File: config.mk
export PLATFORM = sky130hd
export DESIGN_NAME = instr_aligner
export DESIGN_NICKNAME = d
export VERILOG_FILES = /design/src/rtl/instr_aligner.sv
export SDC_FILE = /design/constraint.sdc
export NUM_CORES = 1
export LEC_CHECK = 0
export ABC_AREA = 1
export CAP_MARGIN = 10
export CORE_UTILIZATION = 30
export DETAILED_ROUTE_END_ITERATION = 8
export PLACE_DENSITY = 0.76
export RECOVER_POWER = 50
export SYNTH_ARGS = -nofsm -noshare
export SYNTH_HDL_FRONTEND = slang
export SYNTH_SLANG_ARGS = --single-unit
File: constraint.sdc
create_clock -name clk -period 1.1 [get_ports clk]
set_clock_uncertainty 0.05 [all_clocks]
set_input_delay 0.11 -clock clk [delete_from_list [all_inputs] [get_ports clk]]
set_output_delay 0.11 -clock clk [all_outputs]
set_load 0.05 [all_outputs]
File: src/rtl/instr_aligner.sv
// Instruction aligner: turns 32-bit prefetch words into one whole instruction per cycle.
// Define INSTR_ALIGN_COMPRESSED_EN to enable 16-bit instructions and the halfword hold buffer.
module instr_aligner #(
    parameter int unsigned     XLEN     = 32,
    parameter logic [XLEN-1:0] RESET_PC = 'h8000_0000
) (
    input  logic            clk,
    input  logic            rst,
    input  logic            pf_valid_i,
    input  logic [XLEN-1:0] pf_pc_i,
    input  logic [31:0]     pf_word_i,
    input  logic            pf_fault_i,
    output logic            pf_ready_o,
    input  logic            flush_i,
    output logic            if_valid_o,
    input  logic            if_ready_i,
    output logic [31:0]     if_instr_o,
    output logic [XLEN-1:0] if_pc_o,
    output logic            if_is_comp_o,
    output logic            if_fault_o
);

    logic            r_vld_p1;
    logic [31:0]     r_instr_p1;
    logic [XLEN-1:0] r_pc_p1;
    logic            r_comp_p1;
    logic            r_flt_p1;

    logic            w_adv;
    logic            w_take;
    logic            w_emit_p0;
    logic [31:0]     w_instr_p0;
    logic [XLEN-1:0] w_pc_p0;
    logic            w_comp_p0;
    logic            w_flt_p0;

    assign w_adv  = !r_vld_p1 || if_ready_i;
    assign w_take = w_adv && !flush_i;

`ifdef INSTR_ALIGN_COMPRESSED_EN
    typedef enum logic {
        EMPTY = 1'b0,
        HALF  = 1'b1
    } state_t;

    state_t          r_state;
    state_t          w_state_nxt;
    logic [15:0]     r_hold;
    logic [15:0]     w_hold_nxt;
    logic [XLEN-1:0] r_hold_pc;
    logic [XLEN-1:0] w_hold_pc_nxt;
    logic            r_hold_flt;
    logic            w_hold_flt_nxt;

    function automatic logic is_comp(input logic [15:0] h);
        return h[1:0] != 2'b11;
    endfunction

    // A held compressed half drains without consuming a new word.
    assign pf_ready_o = w_take && (r_state == EMPTY || r_hold[1:0] == 2'b11);

    always_ff @(posedge clk) begin
        if (rst) begin
            r_state    <= EMPTY;
            r_hold     <= '0;
            r_hold_pc  <= '0;
            r_hold_flt <= 1'b0;
        end else begin
            r_state    <= w_state_nxt;
            r_hold     <= w_hold_nxt;
            r_hold_pc  <= w_hold_pc_nxt;
            r_hold_flt <= w_hold_flt_nxt;
        end
    end

    // Stage p0: pick the instruction to emit and what half to keep.
    always_comb begin
        w_state_nxt    = flush_i ? EMPTY : r_state;
        w_hold_nxt     = r_hold;
        w_hold_pc_nxt  = r_hold_pc;
        w_hold_flt_nxt = r_hold_flt;
        w_emit_p0      = 1'b0;
        w_instr_p0     = pf_word_i;
        w_pc_p0        = pf_pc_i;
        w_comp_p0      = 1'b0;
        w_flt_p0       = pf_fault_i;
        if (w_take) begin
            case (r_state)
                EMPTY: begin
                    if (pf_valid_i) begin
                        if (pf_fault_i) begin
                            w_emit_p0 = 1'b1;
                        end else if (!pf_pc_i[1]) begin
                            w_emit_p0 = 1'b1;
                            if (is_comp(pf_word_i[15:0])) begin
                                w_instr_p0     = {16'h0000, pf_word_i[15:0]};
                                w_comp_p0      = 1'b1;
                                w_hold_nxt     = pf_word_i[31:16];
                                w_hold_pc_nxt  = pf_pc_i + XLEN'(2);
                                w_hold_flt_nxt = 1'b0;
                                w_state_nxt    = HALF;
                            end
                        end else if (is_comp(pf_word_i[31:16])) begin
                            w_emit_p0  = 1'b1;
                            w_instr_p0 = {16'h0000, pf_word_i[31:16]};
                            w_comp_p0  = 1'b1;
                        end else begin
                            w_hold_nxt     = pf_word_i[31:16];
                            w_hold_pc_nxt  = pf_pc_i;
                            w_hold_flt_nxt = 1'b0;
                            w_state_nxt    = HALF;
                        end
                    end
                end
                HALF: begin
                    if (is_comp(r_hold)) begin
                        w_emit_p0   = 1'b1;
                        w_instr_p0  = {16'h0000, r_hold};
                        w_pc_p0     = r_hold_pc;
                        w_comp_p0   = 1'b1;
                        w_flt_p0    = r_hold_flt;
                        w_state_nxt = EMPTY;
                    end else if (pf_valid_i) begin
                        // Word is sequential to the held half, so pf_pc_i is not consulted.
                        w_emit_p0  = 1'b1;
                        w_instr_p0 = {pf_word_i[15:0], r_hold};
                        w_pc_p0    = r_hold_pc;
                        w_flt_p0   = r_hold_flt || pf_fault_i;
                        if (pf_fault_i) begin
                            w_state_nxt = EMPTY;
                        end else begin
                            w_hold_nxt     = pf_word_i[31:16];
                            w_hold_pc_nxt  = r_hold_pc + XLEN'(4);
                            w_hold_flt_nxt = 1'b0;
                        end
                    end
                end
            endcase
        end
    end
`else
    // Stage p0: every word is one 32-bit instruction; a halfword PC is flagged as a fault.
    assign pf_ready_o = w_take;
    assign w_emit_p0  = w_take && pf_valid_i;
    assign w_instr_p0 = pf_word_i;
    assign w_pc_p0    = pf_pc_i;
    assign w_comp_p0  = 1'b0;
    assign w_flt_p0   = pf_fault_i || pf_pc_i[1];
`endif

    // Stage p1: registered output stream; data only moves when an instruction is emitted.
    always_ff @(posedge clk) begin
        if (rst) begin
            r_vld_p1   <= 1'b0;
            r_instr_p1 <= '0;
            r_pc_p1    <= RESET_PC;
            r_comp_p1  <= 1'b0;
            r_flt_p1   <= 1'b0;
        end else if (flush_i) begin
            r_vld_p1 <= 1'b0;
        end else if (w_adv) begin
            r_vld_p1 <= w_emit_p0;
            if (w_emit_p0) begin
                r_instr_p1 <= w_instr_p0;
                r_pc_p1    <= w_pc_p0;
                r_comp_p1  <= w_comp_p0;
                r_flt_p1   <= w_flt_p0;
            end
        end
    end

    assign if_valid_o   = r_vld_p1;
    assign if_instr_o   = r_instr_p1;
    assign if_pc_o      = r_pc_p1;
    assign if_is_comp_o = r_comp_p1;
    assign if_fault_o   = r_flt_p1;

endmodule

==> reports/qor.yml, run 1 <==
worstSkewPairLatency_ns: 0.32
path_buf_inv: 2
worst_path_largest_cell_delay_ns: 0.36
crit_cells: 3
regArea_mm2: 0.00133
ios: 138
gp_congestion: 0.698
crit_chain: "buf_6 > a21oi_4 > buf_12"
cts-root-buf: "clkbuf_8"
layout.nets: 643
port_buffers: 136
regToRegStartpoint: "if_valid_o"
fin_area_mm2: 0.00539
instances_no_fill: 685
post-route-drc-count: 8
crit_path_end_kind: "output port"
wl_per_cell_um: 13.3
drt_pass1_iterations: 7
crit_end: "pf_ready_o"
rsz0062_at_grt: "yes"
h-tree-depth: 3
vias: 2902
pre_cts_ws_ns: -0.339
final.min_clock_period_ns: 1.24
violations: "design-rule violations, negative setup slack"
final_hold_viol_count: 0
dpl.cell_count: 656
ir_drop_mv: 0.768
worstPathRequired_ns: 0.94
synth.area.top_cells: "dfxtp_1 48%, nand2_1 18%, nor2_1 17%"
ys_ff_latch: 66
maxCapViolations: 0
drt_iter0_markers: 64
syn_area_per_cell_um2: 6.52
leakage_nw: 2.59
final_common_cell: "nor2_1"
status: "finished, violations left"
finalSetupViolations: 66
die_w_um: 97.9
drtAntennaViolNets: 0
area_delta_synth_final_pct: 95.6
std_cell_rows: 34
clk_pin_slew_ns: 0.06
dieHeight_um: 97.9
synth.distinct_cells: 16
worstSetupPathType: "reg -> out"
powerDensity_mw_per_mm2: 1270
grt_use_total_pct: 17.9
reg2reg_depth: 7
cts_tree: "done"
post-route-period-util_pct: 112
critPathLaunchType: "flop"
cts_sinks: 66
antenna_found_initial: 0
drt_wl_total_mm: 9.09
nFillCells: 737
via_per_inst: 4.24
crit_family: "flip-flops"
final_util_pct: 61.3
hold-path-cell-count: 6
crit_start: "if_valid_o"
syn-cell-area_mm2: 0.00276
grt_pass1_wl_mm: 13.6
start_util_pct: 31.3
yosys_warnings: 0
max_freq_ghz: 0.809
numCtsBuffers: 9
grt_pass1_vias: 2834
overflow: 0
arrival_ns: 1.08
multiInputGateArea_mm2: 0.00126
yosysTopAreaCellShare_pct: 47.9
slew_violations: 0
critPathMaxFanout: 2
fp.coreArea_mm2: 0.00881
ys_seq_area_share_pct: 47.9
syn-num-nets: 493
final_layout_size_suffix_gt1_share_pct: 31.7
antenna_cells: 0
die_area_mm2: 0.00958
placed_cell_area_mm2: 0.00492
r2r_setup_slack_ns: -0.10
holdCritPathClass: "in -> reg"
slowest_stage: "dfxtp_4"
final_cell_mix: "104 x nor2_1, 83 x nand2_1, 68 x clkdlybuf4s50_1"
cts_buffer_depth: 2
grt_max_degree: 33
setup_slack_ns: -0.135
dp_hpwl_mm: 5.39
syn_inst: 423
critical_path.reg2reg.endpoint: "if_pc_o[9]"
synth_top_area_cell: "dfxtp_1"
-- power breakdown --
group	switching [mW]	internal [mW]
registers	0.149	2.56
logic	1.15	1.04
clock network	0.872	1.09
-- timing repair --
action / 4_1_cts / 5_1_grt
endpoints found under the setup margin: 9 / 68
setup buffers: 4 / 1
pin swaps: 1 / 10
cloned: 5 / 5
gates resized for setup: 24 / 74
hold buffers: 0 / 0
-- cell usage after synthesis, drive strengths merged --
master  count
inv        69
nand2     131
conb        1
nand4       2
buf        20
clkbuf      2
nor2      127
or2         1
dfxtp      66
a21oi       2
nand3       2
-- area by class of cell --
cell class              instances  area share [%]
repair buffers                161            41.3
multi-input cells             266            23.4
inverters                      69            4.80
clock buffers                  12            2.69
clock inverters                 3           0.742
well taps                     108            2.51
flip-flops and latches         66            24.6
-- flip-flops by register name, indices dropped and copies added (netlist names) --
register / cells
if_fault_o: 1
if_instr_o: 32
if_pc_o: 32
if_valid_o: 1
-- cells by family (layout without fill, tap and decap cells) --
kind of cell,after synthesis,count (layout),synth area share [%]
AOI/OAI and AO/OA,2,2,0.363
buffers and inverters,91,245,15.2
DFF,66,66,47.9
other,1,1,0.136
and+or+nand+nor,263,263,36.4
-- worst min-delay path, delay by kind of cell --
family	cells	cell delay [ns]
buffers and inverters	4	0.36
AO/OA/AOI/OAI	1	0.05
AND/OR/NAND/NOR	1	0.08
-- through the flow --
| stage | setup TNS (ns) | total power, mW | hold WS (ns) |
|---|---|---|---|
| CTS | -2.58 | 6.93 | 0.288 |
| floorplan | -2.11 | 3.71 | 0.195 |
| detailed placement | -19.24 | 4.82 | 0.461 |
| finish | -4.79 | 6.85 | 0.264 |
| global placement | -16.83 | 4.77 | 0.444 |
| global route | -8.36 | 7.19 | 0.268 |
-- routing by layer --
metal / track usage, % / vias to the layer above / share of wire, %
met4: 7.23 / 0 / 1.6
met1: 19.4 / 1306 / 41
met2: 32.8 / 92 / 52
met5: 0 / - / 0
met3: 4.94 / 12 / 5.5
li1: - / 1492 / -
-- worst min path at each step --
stage / start / to / slack, ns
finish: if_ready_i / if_valid_o / 0.26
global route: if_ready_i / if_valid_o / 0.27
CTS: pf_word_i[31] / if_instr_o[31] / 0.29
detailed placement: if_pc_o[31] / if_pc_o[31] / 0.46
global placement: if_pc_o[31] / if_pc_o[31] / 0.44
floorplan: pf_word_i[16] / if_instr_o[16] / 0.19
Note: power is estimated with default switching activity, not from simulation.
==> run 2: changes to the inputs <==
Settings changed: CTS_CLUSTER_SIZE from default to 12.
==> results of run 2 <==
Final layout, timing and power as in run 1 (identical DEF).
